File: src/rtl/console_xbar_if.sv
// Signal bundle for the console crossbar: serial lines, the config handshake and channel status.
// The bench holds the master side and the crossbar holds the slave side.
interface console_xbar_if #(
  parameter int INPUT_COUNT  = 4,
  parameter int OUTPUT_COUNT = 4,
  parameter int SEL_WIDTH    = 4
);
  logic [INPUT_COUNT-1:0]            in;
  logic [OUTPUT_COUNT*SEL_WIDTH-1:0] cfg_sel;
  logic [OUTPUT_COUNT-1:0]           cfg_en;
  logic                              cfg_valid;
  logic                              cfg_ready;
  logic [OUTPUT_COUNT-1:0]           out;
  logic [OUTPUT_COUNT*SEL_WIDTH-1:0] active_sel;
  logic [OUTPUT_COUNT-1:0]           active_en;
  logic [OUTPUT_COUNT-1:0]           busy;
  logic [OUTPUT_COUNT-1:0]           forced;

  modport master (
    output in, cfg_sel, cfg_en, cfg_valid,
    input  cfg_ready, out, active_sel, active_en, busy, forced
  );

  modport slave (
    input  in, cfg_sel, cfg_en, cfg_valid,
    output cfg_ready, out, active_sel, active_en, busy, forced
  );
endinterface

File: src/rtl/console_xbar.sv
// Registered console crossbar: each output switches source only after the old line has been quiet,
// then drives an idle gap, so no UART frame in flight is ever chopped or spliced.
module console_xbar #(
  parameter int   INPUT_COUNT  = 4,
  parameter int   OUTPUT_COUNT = 4,
  parameter int   SEL_WIDTH    = 4,
  parameter int   SYNC_STAGES  = 2,
  parameter logic IDLE_LEVEL   = 1'b1,
  parameter int   QUIET_CYCLES = 16,
  parameter int   GAP_CYCLES   = 4,
  parameter int   MAX_DRAIN    = 4096
) (
  input logic          clk,
  input logic          rst,
  console_xbar_if.slave bus
);

  localparam int CW = $clog2(MAX_DRAIN + 1);
  localparam int GW = (GAP_CYCLES > 1) ? $clog2(GAP_CYCLES) : 1;

  typedef enum logic [1:0] {
    ST_ACTIVE,
    ST_DRAIN,
    ST_GAP
  } state_t;

  logic [INPUT_COUNT-1:0]  sync_q [SYNC_STAGES];
  logic [INPUT_COUNT-1:0]  synced;

  state_t                  state     [OUTPUT_COUNT];
  logic [SEL_WIDTH-1:0]    act_sel   [OUTPUT_COUNT];
  logic [SEL_WIDTH-1:0]    pend_sel  [OUTPUT_COUNT];
  logic [SEL_WIDTH-1:0]    req_sel   [OUTPUT_COUNT];
  logic [CW-1:0]           quiet_cnt [OUTPUT_COUNT];
  logic [CW-1:0]           drain_cnt [OUTPUT_COUNT];
  logic [CW-1:0]           quiet_nxt [OUTPUT_COUNT];
  logic [CW-1:0]           drain_nxt [OUTPUT_COUNT];
  logic [GW-1:0]           gap_cnt   [OUTPUT_COUNT];

  logic [OUTPUT_COUNT-1:0] act_en;
  logic [OUTPUT_COUNT-1:0] pend_en;
  logic [OUTPUT_COUNT-1:0] out_q;
  logic [OUTPUT_COUNT-1:0] busy_q;
  logic [OUTPUT_COUNT-1:0] forced_q;
  logic [OUTPUT_COUNT-1:0] src_on;
  logic [OUTPUT_COUNT-1:0] src_now;
  logic [OUTPUT_COUNT-1:0] changed;
  logic [OUTPUT_COUNT*SEL_WIDTH-1:0] active_sel_flat;
  logic                    ready;
  logic                    accept;

  // Input synchroniser; resets to the idle level so a fresh channel never sees a false start bit.
  always_ff @(posedge clk) begin
    if (rst) begin
      for (int s = 0; s < SYNC_STAGES; s++) begin
        sync_q[s] <= {INPUT_COUNT{IDLE_LEVEL}};
      end
    end else begin
      sync_q[0] <= bus.in;
      for (int s = 1; s < SYNC_STAGES; s++) begin
        sync_q[s] <= sync_q[s-1];
      end
    end
  end

  assign synced = sync_q[SYNC_STAGES-1];
  assign ready  = ~|busy_q;
  assign accept = bus.cfg_valid && ready;

  // Per-channel source decode, change detection and next counter values.
  // An out-of-range selector simply matches no input and leaves the channel off.
  always_comb begin
    src_on  = '0;
    src_now = {OUTPUT_COUNT{IDLE_LEVEL}};
    changed = '0;
    for (int k = 0; k < OUTPUT_COUNT; k++) begin
      req_sel[k] = bus.cfg_sel[k*SEL_WIDTH +: SEL_WIDTH];
      for (int i = 0; i < INPUT_COUNT; i++) begin
        if (act_en[k] && (act_sel[k] == SEL_WIDTH'(i))) begin
          src_on[k]  = 1'b1;
          src_now[k] = synced[i];
        end
      end
      changed[k]   = (bus.cfg_en[k] != act_en[k]) ||
                     (bus.cfg_en[k] && (req_sel[k] != act_sel[k]));
      quiet_nxt[k] = (src_now[k] == IDLE_LEVEL) ? (quiet_cnt[k] + CW'(1)) : '0;
      drain_nxt[k] = drain_cnt[k] + CW'(1);
    end
  end

  // Channel FSMs. A config is only taken when every channel is ACTIVE, so the whole
  // reconfiguration lands atomically; unchanged channels keep running untouched.
  always_ff @(posedge clk) begin
    if (rst) begin
      out_q    <= {OUTPUT_COUNT{IDLE_LEVEL}};
      busy_q   <= '0;
      forced_q <= '0;
      act_en   <= '0;
      pend_en  <= '0;
      for (int k = 0; k < OUTPUT_COUNT; k++) begin
        state[k]     <= ST_ACTIVE;
        act_sel[k]   <= '0;
        pend_sel[k]  <= '0;
        quiet_cnt[k] <= '0;
        drain_cnt[k] <= '0;
        gap_cnt[k]   <= '0;
      end
    end else begin
      for (int k = 0; k < OUTPUT_COUNT; k++) begin
        case (state[k])
          ST_ACTIVE: begin
            out_q[k] <= src_now[k];
            if (accept) begin
              forced_q[k] <= 1'b0;
              if (changed[k]) begin
                pend_sel[k]  <= req_sel[k];
                pend_en[k]   <= bus.cfg_en[k];
                quiet_cnt[k] <= '0;
                drain_cnt[k] <= '0;
                gap_cnt[k]   <= '0;
                busy_q[k]    <= 1'b1;
                state[k]     <= src_on[k] ? ST_DRAIN : ST_GAP;
              end
            end
          end
          ST_DRAIN: begin
            out_q[k]     <= src_now[k];
            quiet_cnt[k] <= quiet_nxt[k];
            drain_cnt[k] <= drain_nxt[k];
            if (quiet_nxt[k] == CW'(QUIET_CYCLES)) begin
              state[k] <= ST_GAP;
            end else if (drain_nxt[k] == CW'(MAX_DRAIN)) begin
              state[k]    <= ST_GAP;
              forced_q[k] <= 1'b1;
            end
          end
          ST_GAP: begin
            out_q[k]   <= IDLE_LEVEL;
            gap_cnt[k] <= gap_cnt[k] + GW'(1);
            if (gap_cnt[k] == GW'(GAP_CYCLES - 1)) begin
              act_sel[k] <= pend_sel[k];
              act_en[k]  <= pend_en[k];
              busy_q[k]  <= 1'b0;
              state[k]   <= ST_ACTIVE;
            end
          end
          default: begin
            state[k] <= ST_ACTIVE;
          end
        endcase
      end
    end
  end

  always_comb begin
    active_sel_flat = '0;
    for (int k = 0; k < OUTPUT_COUNT; k++) begin
      active_sel_flat[k*SEL_WIDTH +: SEL_WIDTH] = act_sel[k];
    end
  end

  assign bus.cfg_ready  = ready;
  assign bus.out        = out_q;
  assign bus.active_sel = active_sel_flat;
  assign bus.active_en  = act_en;
  assign bus.busy       = busy_q;
  assign bus.forced     = forced_q;

endmodule

File: src/flat_wrapper.sv
// flat-port wrapper written by rule: the top's interface ports become plain ports
module console_xbar_flat 
#(
  parameter int   INPUT_COUNT  = 4,
  parameter int   OUTPUT_COUNT = 4,
  parameter int   SEL_WIDTH    = 4,
  parameter int   SYNC_STAGES  = 2,
  parameter logic IDLE_LEVEL   = 1'b1,
  parameter int   QUIET_CYCLES = 16,
  parameter int   GAP_CYCLES   = 4,
  parameter int   MAX_DRAIN    = 4096
)
  (clk, rst, bus_in, bus_cfg_sel, bus_cfg_en, bus_cfg_valid, bus_cfg_ready, bus_out, bus_active_sel, bus_active_en, bus_busy, bus_forced);
  console_xbar_if #(.INPUT_COUNT(INPUT_COUNT), .OUTPUT_COUNT(OUTPUT_COUNT), .SEL_WIDTH(SEL_WIDTH)) bus_i ();
  input logic clk;
  input logic rst;
  input wire logic [$bits(bus_i.in)-1:0] bus_in;
  input wire logic [$bits(bus_i.cfg_sel)-1:0] bus_cfg_sel;
  input wire logic [$bits(bus_i.cfg_en)-1:0] bus_cfg_en;
  input wire logic [$bits(bus_i.cfg_valid)-1:0] bus_cfg_valid;
  output wire logic [$bits(bus_i.cfg_ready)-1:0] bus_cfg_ready;
  output wire logic [$bits(bus_i.out)-1:0] bus_out;
  output wire logic [$bits(bus_i.active_sel)-1:0] bus_active_sel;
  output wire logic [$bits(bus_i.active_en)-1:0] bus_active_en;
  output wire logic [$bits(bus_i.busy)-1:0] bus_busy;
  output wire logic [$bits(bus_i.forced)-1:0] bus_forced;
  assign bus_i.in = bus_in;
  assign bus_i.cfg_sel = bus_cfg_sel;
  assign bus_i.cfg_en = bus_cfg_en;
  assign bus_i.cfg_valid = bus_cfg_valid;
  assign bus_cfg_ready = bus_i.cfg_ready;
  assign bus_out = bus_i.out;
  assign bus_active_sel = bus_i.active_sel;
  assign bus_active_en = bus_i.active_en;
  assign bus_busy = bus_i.busy;
  assign bus_forced = bus_i.forced;
  console_xbar #(.INPUT_COUNT(INPUT_COUNT), .OUTPUT_COUNT(OUTPUT_COUNT), .SEL_WIDTH(SEL_WIDTH), .SYNC_STAGES(SYNC_STAGES), .IDLE_LEVEL(IDLE_LEVEL), .QUIET_CYCLES(QUIET_CYCLES), .GAP_CYCLES(GAP_CYCLES), .MAX_DRAIN(MAX_DRAIN)) u_core (.clk(clk), .rst(rst), .bus(bus_i));
endmodule
File: config.mk
export PLATFORM = sky130hd
export DESIGN_NAME = console_xbar_flat
export DESIGN_NICKNAME = d
export VERILOG_FILES = /design/src/rtl/console_xbar_if.sv /design/src/rtl/console_xbar.sv /design/src/flat_wrapper.sv
export SDC_FILE = /design/constraint.sdc
export NUM_CORES = 1
export LEC_CHECK = 0
export ABC_AREA = 1
export CAP_MARGIN = 20
export CORE_MARGIN = 1
export CORE_UTILIZATION = 50
export DETAILED_ROUTE_END_ITERATION = 10
export PLACE_DENSITY_LB_ADDON = 0.12
export SYNTH_ARGS = -nofsm -noshare
export SYNTH_HDL_FRONTEND = slang
export SYNTH_SLANG_ARGS = --single-unit
File: constraint.sdc
create_clock -name clk -period 6.3 [get_ports clk]
set_input_delay 1.26 -clock clk [delete_from_list [all_inputs] [get_ports clk]]
set_output_delay 1.26 -clock clk [all_outputs]
set_load 0.005 [all_outputs]
==> metrics.txt <==
Cell Pwr Density=235 mW/mm²; yosys warns=0; die width=147 µm; final clock skew=approximately 12 ps; Distinct cells, synth=42; Reg2Reg Depth=7; FF-to-FF Start=u_core.state[2][1]; sequential power share=0.520; remaining global-route overflow=0; antenna violations before repair=0; switching power=0.753 mW; cell area after layout=0.0120 mm²; Slowest Stage Delay on Critical Path=roughly 580 ps; placed cell count=around 1,600; reg2reg end=u_core.state[2][0]; first-pass GRT wire length=37,500 µm; CP Class=in2reg; Iter 0 DRT Violations=just over 500; # hold bufs at CTS=0; largest net degree at the start of global routing=30; Final Hold Fails=0; worst vdd ir=0.000198 V; Min-Delay Endpoint=u_core.sync_q[0][4]; Final TNS setup=0 ps; layout cells sized above 1=0.0767; core box area=0.0204 mm²; Area Growth Syn to Fin=14.3%; DR DRC count=0; FFs w/ async S/R, synth=0; ANT nets after route=0; Resized cells post-CTS=0; Vias=8,601; number of synthesized flops with an enable pin=between 150 and 200; Num CTS Buffers=17; outcome=complete, no violations; clk_lat worst skew=440 ps; die area=0.0215 mm²; vias in the first global route=8,015; top-area cell type share of the netlist area=0.436; min-delay src=u_core.sync_q[0][0]; clock power share=0.354; final core utilization=0.587; H-tree levels=4; most frequent cells in the layout=nand2_1, nor2_1, inv_1, edfxtp_1, nand3_1; vias per cell=5.17; # fillers=between 1,500 and 2,000; ANT cells=0; CP Cell Sequence=clkdlybuf4s50_1, buf_4, inv_1, nand2_1, nand2_1, buf_16; Max Clk Rate=310 MHz; WL/cell=13.5 µm; Total Power=between 2 and 3 mW; Routed WL=22,500 µm; Area after DPL=0.0113 mm²; hold slack=410 ps; Hold Path Depth=1; Clock Sinks=180; HPWL after DPL=about 17,000 µm; Crit path required time=6490 ps; clk buf depth=2; maxcap violations=0; net count reported at finish=around 1,400; most frequent CP cell=nand2_1; Pins Over Slew Limit=0; starting density of the core=0.514; io pins=60; Worst-path clk slew=~60 ps; combinational share of power=0.126; switching portion of total power=0.268; pre-CTS setup slack=2120 ps; crit start category=primary input; Syn Area/Cell=approximately 8.0 µm²; CP max stage cell=nand2_1; DIE HEIGHT=147 µm; worst slew pin tran=roughly 740 ps; Synth Instances=1,315; Yosys reg bits=180; Post-Syn Area=0.0105 mm²; drt pass-1 iters=5; CTS Root Buffer Type=clkbuf_16; internal power=2.06 mW; CP Data Arrival Time=3410 ps; post-CTS setup buffer count=0; GPL Wtd Cong=~0.85; Slew headroom=0.501; number of port buffers=a little under 60; Worst Hold Class=reg2reg; RSZ-0062 raised after global routing=false; Primary FF master, synth=edfxtp_1; fin crit share=0.512; Final Setup Violations=0; leading area contributor after synthesis=edfxtp_1; CP Max Fanout=22; Setup crit end kind=flip-flop; overall routing resource usage=0.217; Leak=5.00 nW; most common cell after layout, fill and taps aside=nand2_1; fin crit period=3230 ps; Syn Nets=1,355; post-synthesis sequential area ratio=0.490; CTS tree=done; ranking of synthesized cells by area=edfxtp_1, nand2_1, nor2_1, inv_1, nand3_1; Final Instance Count excl. Fillers=1,665; post-layout worst setup margin=3070 ps; Rows=52; flop2flop setup slack=3950 ps
[Yosys cell counts (3+ instances only)]
| cell type | instances |
|---|---|
| a21oi_1 | 21 |
| nand2_2 | 12 |
| or2_2 | 10 |
| o21ai_0 | 19 |
| dfxtp_1 | 28 |
| nand3_1 | 133 |
| nor2_2 | 15 |
| o32ai_1 | 3 |
| xor2_1 | 21 |
| nor2_4 | 4 |
| nand3_2 | 14 |
| inv_1 | 190 |
| nand3b_1 | 4 |
| nor2_1 | 227 |
| nor3_2 | 3 |
| xnor2_1 | 12 |
| inv_2 | 7 |
| edfxtp_1 | 152 |
| o21ai_1 | 5 |
| ha_1 | 13 |
| buf_6 | 3 |
| nor3_1 | 35 |
| o21bai_1 | 7 |
| clkbuf_1 | 12 |
| nand2_1 | 293 |
| nand4_1 | 39 |
| o22ai_1 | 9 |
[worst max-delay path: cells and delay by family]
kind	cells	cell delay [ps]
buffers and inverters	4	1170
AND/OR/NAND/NOR	2	960
[area by class of cell]
| class | instances | area, µm² | area share |
|---|---|---|---|
| Clock inverter | 10 | 76.3 | 0.00638 |
| Timing Repair Buffer | 65 | 696 | 0.0582 |
| Clock buffer | 22 | 474 | 0.0397 |
| Multi-Input combinational cell | 919 | 4500 | 0.376 |
| Sequential cell | 180 | 5120 | 0.429 |
| Inverter | 199 | 747 | 0.0625 |
| Tap cell | 270 | 338 | 0.0283 |
[worst max path at each step]
stage / startpoint / endpoint / slack (ps) / cells after the start
final: rst / u_core.quiet_cnt[3][11] / 3070 / 6
after detailed placement: rst / u_core.drain_cnt[0][39] / 2120 / 5
after floorplan: rst / u_core.drain_cnt[0][13] / 3230 / 4
after global routing: rst / u_core.quiet_cnt[3][11] / 2890 / 6
after global placement: rst / u_core.quiet_cnt[3][1] / 2190 / 5
after CTS: rst / u_core.quiet_cnt[3][11] / 2560 / 5
[power by group through the flow]
stage	Combinational (mW)	Sequential, mW	Clock, mW
2_1_floorplan	0.241	1.47	0
3_3_place_gp	0.339	1.49	0
3_5_place_dp	0.343	1.49	0
4_1_cts	0.345	1.47	1.01
5_1_grt	0.404	1.48	1.05
6_report	0.355	1.46	0.995
[cell families after synthesis]
| kind of cell | after synthesis | share of synthesized area |
|---|---|---|
| and+or+nand+nor | 800 | 0.345 |
| adders and majority gates | 13 | 0.0156 |
| buffers and inverters | 216 | 0.0797 |
| xor gates and xnor gates | 33 | 0.0276 |
| AOI/OAI and AO/OA | 73 | 0.0416 |
| DFF | 180 | 0.490 |
[registers in the layout, summed over array words and instances, names as in the netlist, 8 cells and up]
register	flops
u_core.act_sel	16
u_core.quiet_cnt	52
u_core.state	8
u_core.sync_q	8
u_core.gap_cnt	8
u_core.pend_sel	16
u_core.drain_cnt	52
[metal layers]
layer / GRT usage / vias to the layer above / routed length [µm]
met3: 0.0378 / 26 / 946
li1: - / 4448 / -
met2: 0.360 / 161 / 10800
met4: 0.0630 / 0 / 266
met5: 0 / - / 0
met1: 0.291 / 3966 / 10600
Power figures use the tool's default switching activity.
